[src/rtl/player_motion_ctrl.sv]
// rtl/player_motion_ctrl.sv - PS/2 and button driven player centre with per-frame clamped motion
module player_motion_ctrl #(
  parameter int WIDTH  = 640,
  parameter int HEIGHT = 480,
  parameter int HALF   = 25,
  parameter int STEP   = 4,
  parameter int INIT_X = 320,
  parameter int INIT_Y = 240
) (
  input  logic        i_clk_25mHz,
  input  logic        i_reset,
  input  logic [7:0]  i_rx_data,
  input  logic        i_rx_valid,
  input  logic        i_BTNU,
  input  logic        i_BTNL,
  input  logic        i_BTNR,
  input  logic        i_BTND,
  input  logic        i_screenEnd,
  input  logic        i_move_en,
  input  logic        i_recenter,
  output logic [31:0] o_accel_x,
  output logic [31:0] o_accel_y,
  output logic [3:0]  o_dir_held,
  output logic        o_frame_tick
);

  localparam logic signed [11:0] LP_STEP   = 12'(STEP);
  localparam logic signed [11:0] LP_LO     = 12'(HALF);
  localparam logic signed [11:0] LP_X_HI   = 12'(WIDTH - 1 - HALF);
  localparam logic signed [11:0] LP_Y_HI   = 12'(HEIGHT - 1 - HALF);
  localparam logic [11:0]        LP_INIT_X = 12'(INIT_X);
  localparam logic [11:0]        LP_INIT_Y = 12'(INIT_Y);

  typedef enum logic [1:0] {
    S_IDLE,
    S_EXT,
    S_BRK,
    S_EXT_BRK
  } dec_state_t;

  dec_state_t  r_state;
  logic [3:0]  r_kw;
  logic [3:0]  r_ka;
  logic [3:0]  r_btn_s1;
  logic [3:0]  r_btn_s2;
  logic [3:0]  r_dir_held;
  logic        r_se_q;
  logic        r_frame_tick;
  logic [11:0] r_x;
  logic [11:0] r_y;
  logic [3:0]  w_map_n;
  logic [3:0]  w_map_e;
  logic        w_is_e0;
  logic        w_is_f0;

  // One axis step: move toward whichever single side is held, then clamp to the visible range
  function automatic logic [11:0] f_step(input logic [11:0] pos, input logic inc,
                                         input logic dec, input logic signed [11:0] hi);
    logic signed [11:0] v;
    v = $signed(pos);
    if (inc && !dec) begin
      v = v + LP_STEP;
    end else if (dec && !inc) begin
      v = v - LP_STEP;
    end
    if (v < LP_LO) begin
      v = LP_LO;
    end else if (v > hi) begin
      v = hi;
    end
    return $unsigned(v);
  endfunction

  // Scan-code to {up, down, left, right} lookup for plain and E0-prefixed codes
  always_comb begin
    w_map_n = 4'b0000;
    w_map_e = 4'b0000;
    w_is_e0 = (i_rx_data == 8'hE0);
    w_is_f0 = (i_rx_data == 8'hF0);
    case (i_rx_data)
      8'h1D:   w_map_n = 4'b1000;
      8'h1B:   w_map_n = 4'b0100;
      8'h1C:   w_map_n = 4'b0010;
      8'h23:   w_map_n = 4'b0001;
      default: w_map_n = 4'b0000;
    endcase
    case (i_rx_data)
      8'h75:   w_map_e = 4'b1000;
      8'h72:   w_map_e = 4'b0100;
      8'h6B:   w_map_e = 4'b0010;
      8'h74:   w_map_e = 4'b0001;
      default: w_map_e = 4'b0000;
    endcase
  end

  // Prefix-tracking decoder; the terminating byte of a sequence updates the key flags
  always_ff @(posedge i_clk_25mHz or negedge i_reset) begin
    if (!i_reset) begin
      r_state <= S_IDLE;
      r_kw    <= 4'b0000;
      r_ka    <= 4'b0000;
    end else if (i_rx_valid) begin
      case (r_state)
        S_IDLE: begin
          if (w_is_e0) begin
            r_state <= S_EXT;
          end else if (w_is_f0) begin
            r_state <= S_BRK;
          end else begin
            r_kw <= r_kw | w_map_n;
          end
        end
        S_EXT: begin
          if (w_is_f0) begin
            r_state <= S_EXT_BRK;
          end else if (!w_is_e0) begin
            r_ka    <= r_ka | w_map_e;
            r_state <= S_IDLE;
          end
        end
        S_BRK: begin
          if (w_is_e0) begin
            r_state <= S_EXT_BRK;
          end else if (!w_is_f0) begin
            r_kw    <= r_kw & ~w_map_n;
            r_state <= S_IDLE;
          end
        end
        S_EXT_BRK: begin
          if (!w_is_e0 && !w_is_f0) begin
            r_ka    <= r_ka & ~w_map_e;
            r_state <= S_IDLE;
          end
        end
        default: r_state <= S_IDLE;
      endcase
    end
  end

  // Two-flop synchronisers for the raw buttons, packed as {up, down, left, right}
  always_ff @(posedge i_clk_25mHz or negedge i_reset) begin
    if (!i_reset) begin
      r_btn_s1 <= 4'b0000;
      r_btn_s2 <= 4'b0000;
    end else begin
      r_btn_s1 <= {i_BTNU, i_BTND, i_BTNL, i_BTNR};
      r_btn_s2 <= r_btn_s1;
    end
  end

  // Merged held directions and single-cycle frame tick on a screenEnd rise
  always_ff @(posedge i_clk_25mHz or negedge i_reset) begin
    if (!i_reset) begin
      r_dir_held   <= 4'b0000;
      r_se_q       <= 1'b0;
      r_frame_tick <= 1'b0;
    end else begin
      r_dir_held   <= r_kw | r_ka | r_btn_s2;
      r_se_q       <= i_screenEnd;
      r_frame_tick <= i_screenEnd & ~r_se_q;
    end
  end

  // Per-frame position update; recenter outranks move_en
  always_ff @(posedge i_clk_25mHz or negedge i_reset) begin
    if (!i_reset) begin
      r_x <= LP_INIT_X;
      r_y <= LP_INIT_Y;
    end else if (r_frame_tick) begin
      if (i_recenter) begin
        r_x <= LP_INIT_X;
        r_y <= LP_INIT_Y;
      end else if (i_move_en) begin
        r_x <= f_step(r_x, r_dir_held[0], r_dir_held[1], LP_X_HI);
        r_y <= f_step(r_y, r_dir_held[2], r_dir_held[3], LP_Y_HI);
      end
    end
  end

  assign o_accel_x    = {20'd0, r_x};
  assign o_accel_y    = {20'd0, r_y};
  assign o_dir_held   = r_dir_held;
  assign o_frame_tick = r_frame_tick;

endmodule

[config.mk]
export PLATFORM = sky130hd
export DESIGN_NAME = player_motion_ctrl
export DESIGN_NICKNAME = d
export VERILOG_FILES = /design/src/rtl/player_motion_ctrl.sv
export SDC_FILE = /design/constraint.sdc
export NUM_CORES = 1
export LEC_CHECK = 0
export ABC_CLOCK_PERIOD_IN_PS = 3000
export CORE_MARGIN = 10
export CORE_UTILIZATION = 40
export CTS_CLUSTER_DIAMETER = 100
export DETAILED_ROUTE_END_ITERATION = 12
export HOLD_SLACK_MARGIN = 0.06
export PLACE_DENSITY = 0.68
export SLEW_MARGIN = 10
export SYNTH_ARGS = -nofsm -noshare
export SYNTH_HDL_FRONTEND = slang
export SYNTH_SLANG_ARGS = --single-unit
[constraint.sdc]
create_clock -name i_clk_25mHz -period 3 [get_ports i_clk_25mHz]
set_input_delay 0.6 -clock i_clk_25mHz [delete_from_list [all_inputs] [get_ports i_clk_25mHz]]
set_output_delay 0.6 -clock i_clk_25mHz [all_outputs]
set_load 0.005 [all_outputs]
==> flow_metrics.env <==
export IMPL_status="completed"
export IMPL_syn_avg_cell_area_um2=9.47
export IMPL_skew_ns=0.00659
export IMPL_p_leak_nw=1.53
export IMPL_io_buffers=46
export IMPL_worstPathCellList="inv_1 -> ha_1 -> nand4bb_4 -> mux2i_1 -> xor2_1 -> o311ai_1 -> a221oi_4 -> and2b_1 -> o21ai_0 -> o21ai_0"
export IMPL_drive_gt1_share_pct=9.74
export IMPL_fin_ws_ns=0.275
export IMPL_cts_tree="done"
export IMPL_path_delay_family="compound AO/OA/AOI/OAI gates"
export IMPL_dpl_instance_area_um2=3560
export IMPL_slowest_delay_ns=0.50
export IMPL_synthArstFlopShare_pct=100
export IMPL_gp_congestion=0.904
export IMPL_drtAntennaViolNets=0
export IMPL_pwr_share_seq_pct=47.2
export IMPL_grt_ovfl_total=0
export IMPL_synthFlopType="dfrtp_1"
export IMPL_die_y_um=109
export IMPL_fmax_ghz=0.367
export IMPL_drt_initial_drc_count=109
export IMPL_io_pins=87
export IMPL_dp_hpwl_um=5710
export IMPL_die_w_um=109
export IMPL_critPathSlowestCell="a221oi_4"
export IMPL_power_density_nw_per_um2=499
export IMPL_cp_start_kind="flip-flop"
export IMPL_fin_area_um2=3670
export IMPL_final_hold_viol_count=0
export IMPL_yosysWarnings=0
export IMPL_p_sw_mw=0.620
export IMPL_grtUsageTotal_pct=12.0
export IMPL_netlist_cell_type_count=66
export IMPL_dp_slack_ns=0.203
export IMPL_clkTransAtPathRegs_ns=0.10
export IMPL_relSlewSlack_pct=30.7
export IMPL_via_per_inst=5.23
export IMPL_cp_max_fo=8
export IMPL_die_area_um2=11900
export IMPL_pwr_share_comb_pct=30.2
export IMPL_grt_max_degree=49
export IMPL_worst_pin_slew_ns=1.04
export IMPL_nFillCells=727
export IMPL_h_tree_depth=2
export IMPL_clock_latency_ns=0.30
export IMPL_seq_area_frac_synth_pct=38.2
export IMPL_ir_drop_mv=0.316
export IMPL_min_to="r_btn_s2[2]"
export IMPL_grt_pass1_vias=2484
export IMPL_cpMostUsedCell="o21ai_0"
export IMPL_finalCritPeriodShare_pct=90.8
export IMPL_firstDrtPassIters=4
export IMPL_cts_root_buf="clkbuf_8"
export IMPL_syn_area_um2=3160
export IMPL_vias=2520
export IMPL_ctsHoldBuffers=0
export IMPL_coreArea_um2=7730
export IMPL_p_sw_share_pct=33.8
export IMPL_p_int_mw=1.21
export IMPL_antenna_cells=0
export IMPL_finalNetCount=401
export IMPL_worstHoldStart="r_btn_s1[2]"
export IMPL_pwr_share_clk_pct=22.7
export IMPL_drv_cap=0
export IMPL_fp_row_count=32
export IMPL_cts_buffer_depth=2
export IMPL_numCtsBuffers=5
export IMPL_grt_pass1_wl_um=11900
export IMPL_drc_errors=0
export IMPL_arrival_ns=2.91
export IMPL_required_ns=3.18
export IMPL_syn_inst=334
export IMPL_end_kind="flip-flop"
export IMPL_reg2reg_to="r_x[3]"
export IMPL_clock_sinks=48
export IMPL_postCtsSetupBuffers=0
export IMPL_slew_viol_final=0
export IMPL_drt_wl_total_um=7370
export IMPL_path_class="flip-flop to flip-flop"
export IMPL_start_util_pct=40.9
export IMPL_area_growth_pct=16.1
export IMPL_timing_rr_start="r_x[2]"
export IMPL_ff2ff_path_depth=10
export IMPL_setup_violations=0
export IMPL_antenna_found_initial=0
export IMPL_wl_per_cell_um=15.3
export IMPL_min_path_cells=0
export IMPL_crit_buf_inv=1
export IMPL_rrSetupSlack_ns=0.27
export IMPL_synth_seq_cells=48
export IMPL_hold_class="flip-flop to flip-flop"
export IMPL_finalCriticalPeriod_ns=2.73
export IMPL_synth_edf_count=0
[worst max-delay path by stage]
stage                      start     end  slack [ns]  depth (start not counted)
after global placement    r_x[2]  r_x[3]        0.37                         10
after detailed placement  r_x[2]  r_x[3]        0.20                         10
after global routing      r_x[2]  r_x[3]       -0.01                         10
after floorplan           r_x[2]  r_x[8]        0.59                         10
after CTS                 r_x[2]  r_x[2]        0.18                         10
final                     r_x[2]  r_x[3]        0.27                         10
[what timing repair did]
action                                  CTS  global route
endpoints found under the hold margin     0             0
resized for setup                         0             1
endpoints found under the setup margin    0             3
[worst reg2reg max path: stages, from the launching register on]
cell	delay [ns]
dfrtp_1	0.46
inv_1	0.15
ha_1	0.23
nand4bb_4	0.12
mux2i_1	0.25
xor2_1	0.22
o311ai_1	0.21
a221oi_4	0.50
and2b_1	0.23
o21ai_0	0.13
o21ai_0	0.11
[synth_stat cells (all sizes together) (2+ instances only)]
cell type  count  area share (%)
a211oi         4            0.95
a21oi         14             2.2
a22o           2            0.55
a22oi          2            0.47
a2bb2oi        3             1.0
a31oi          2            0.40
a41oi          2            0.55
and2           9             1.8
and3           4            0.79
and4           2            0.63
buf           46              11
clkbuf         7            0.83
dfrtp         42              33
dfstp          6             5.0
ha             4             1.6
inv           11             1.3
mux2           5             1.8
mux2i          4             1.3
nand2         21             2.5
nand2b         4            0.79
nand3          9             1.4
nand3b         2            0.47
nand4          8             1.6
nand4b         3            0.83
nor2          20             2.4
nor2b          9             1.8
nor3          11             1.7
nor3b          3            0.87
nor4           4            0.99
nor4b          3             1.3
o21a           2            0.47
o21ai          8             1.3
o21bai         2            0.47
o22a           2            0.55
o22ai          2            0.40
o311ai         6             1.7
o31ai          3            0.71
o41ai          3            0.83
or3            7             1.5
or4            2            0.47
xnor2          9             2.5
xor2           8             2.5
[per-stage QoR]
step | cells | util (%) | TNS (ns) | hold WS (ns) | power [mW]
2_1_floorplan | 373 | - | 0 | 0.304 | 1.21
6_report | 482 | 47.5 | 0 | 0.354 | 1.83
5_1_grt | 482 | 47.5 | -0.0122 | 0.360 | 1.96
3_5_place_dp | 474 | 46.1 | 0 | 0.336 | 1.42
3_3_place_gp | 474 | 46.1 | 0 | 0.333 | 1.40
4_1_cts | 482 | 47.4 | 0 | 0.356 | 1.83
[cell type report]
type	count	area, um^2	share of cell area [%]
Clock buffer	6	82.6	2.25
Clock inverter	2	13.8	0.375
Inverter	11	41.3	1.12
Multi-Input combinational cell	261	1700	46.2
Sequential cell	48	1210	32.9
Tap cell	102	128	3.48
Timing Repair Buffer	52	500	13.6
[power groups by stage]
| stage | combinational, mW | clock, mW | sequential (mW) |
|---|---|---|---|
| after floorplan | 0.392 | 0 | 0.819 |
| after global placement | 0.525 | 0 | 0.875 |
| after detailed placement | 0.540 | 0 | 0.877 |
| after CTS | 0.543 | 0.426 | 0.865 |
| after global routing | 0.609 | 0.463 | 0.885 |
| final | 0.553 | 0.416 | 0.865 |
[cell families after synthesis]
group / Yosys count / synth area share [%]
AND/OR/NAND/NOR: 126 / 23.8
AO/OA/AOI/OAI: 65 / 15.2
buffers and inverters: 64 / 13.1
flip-flops: 48 / 38.2
XOR/XNOR: 17 / 4.94
multiplexers: 9 / 3.04
adder cells (fa/ha/maj): 4 / 1.58
other: 1 / 0.119
[layer usage]
metal / track usage [%] / vias up / part of all wire (%)
met4: 2.64 / 0 / 0.19
met5: 0 / - / 0
li1: - / 1220 / -
met1: 15.2 / 1222 / 43
met2: 20.2 / 76 / 48
met3: 3.13 / 2 / 8.7
[placed cells by master (no fill, tap or decap), types with 7 or more instances in the layout]
cell	count
nor3_1	11
clkdlybuf4s50_1	45
dfrtp_1	42
o21ai_0	7
nand2_1	21
xnor2_1	9
conb_1	40
nor2b_1	9
xor2_1	7
nand4_1	8
nand3_1	9
and2_1	9
inv_1	11
a21oi_1	14
nor2_1	20
Note: power is estimated with default switching activity, not from simulation.
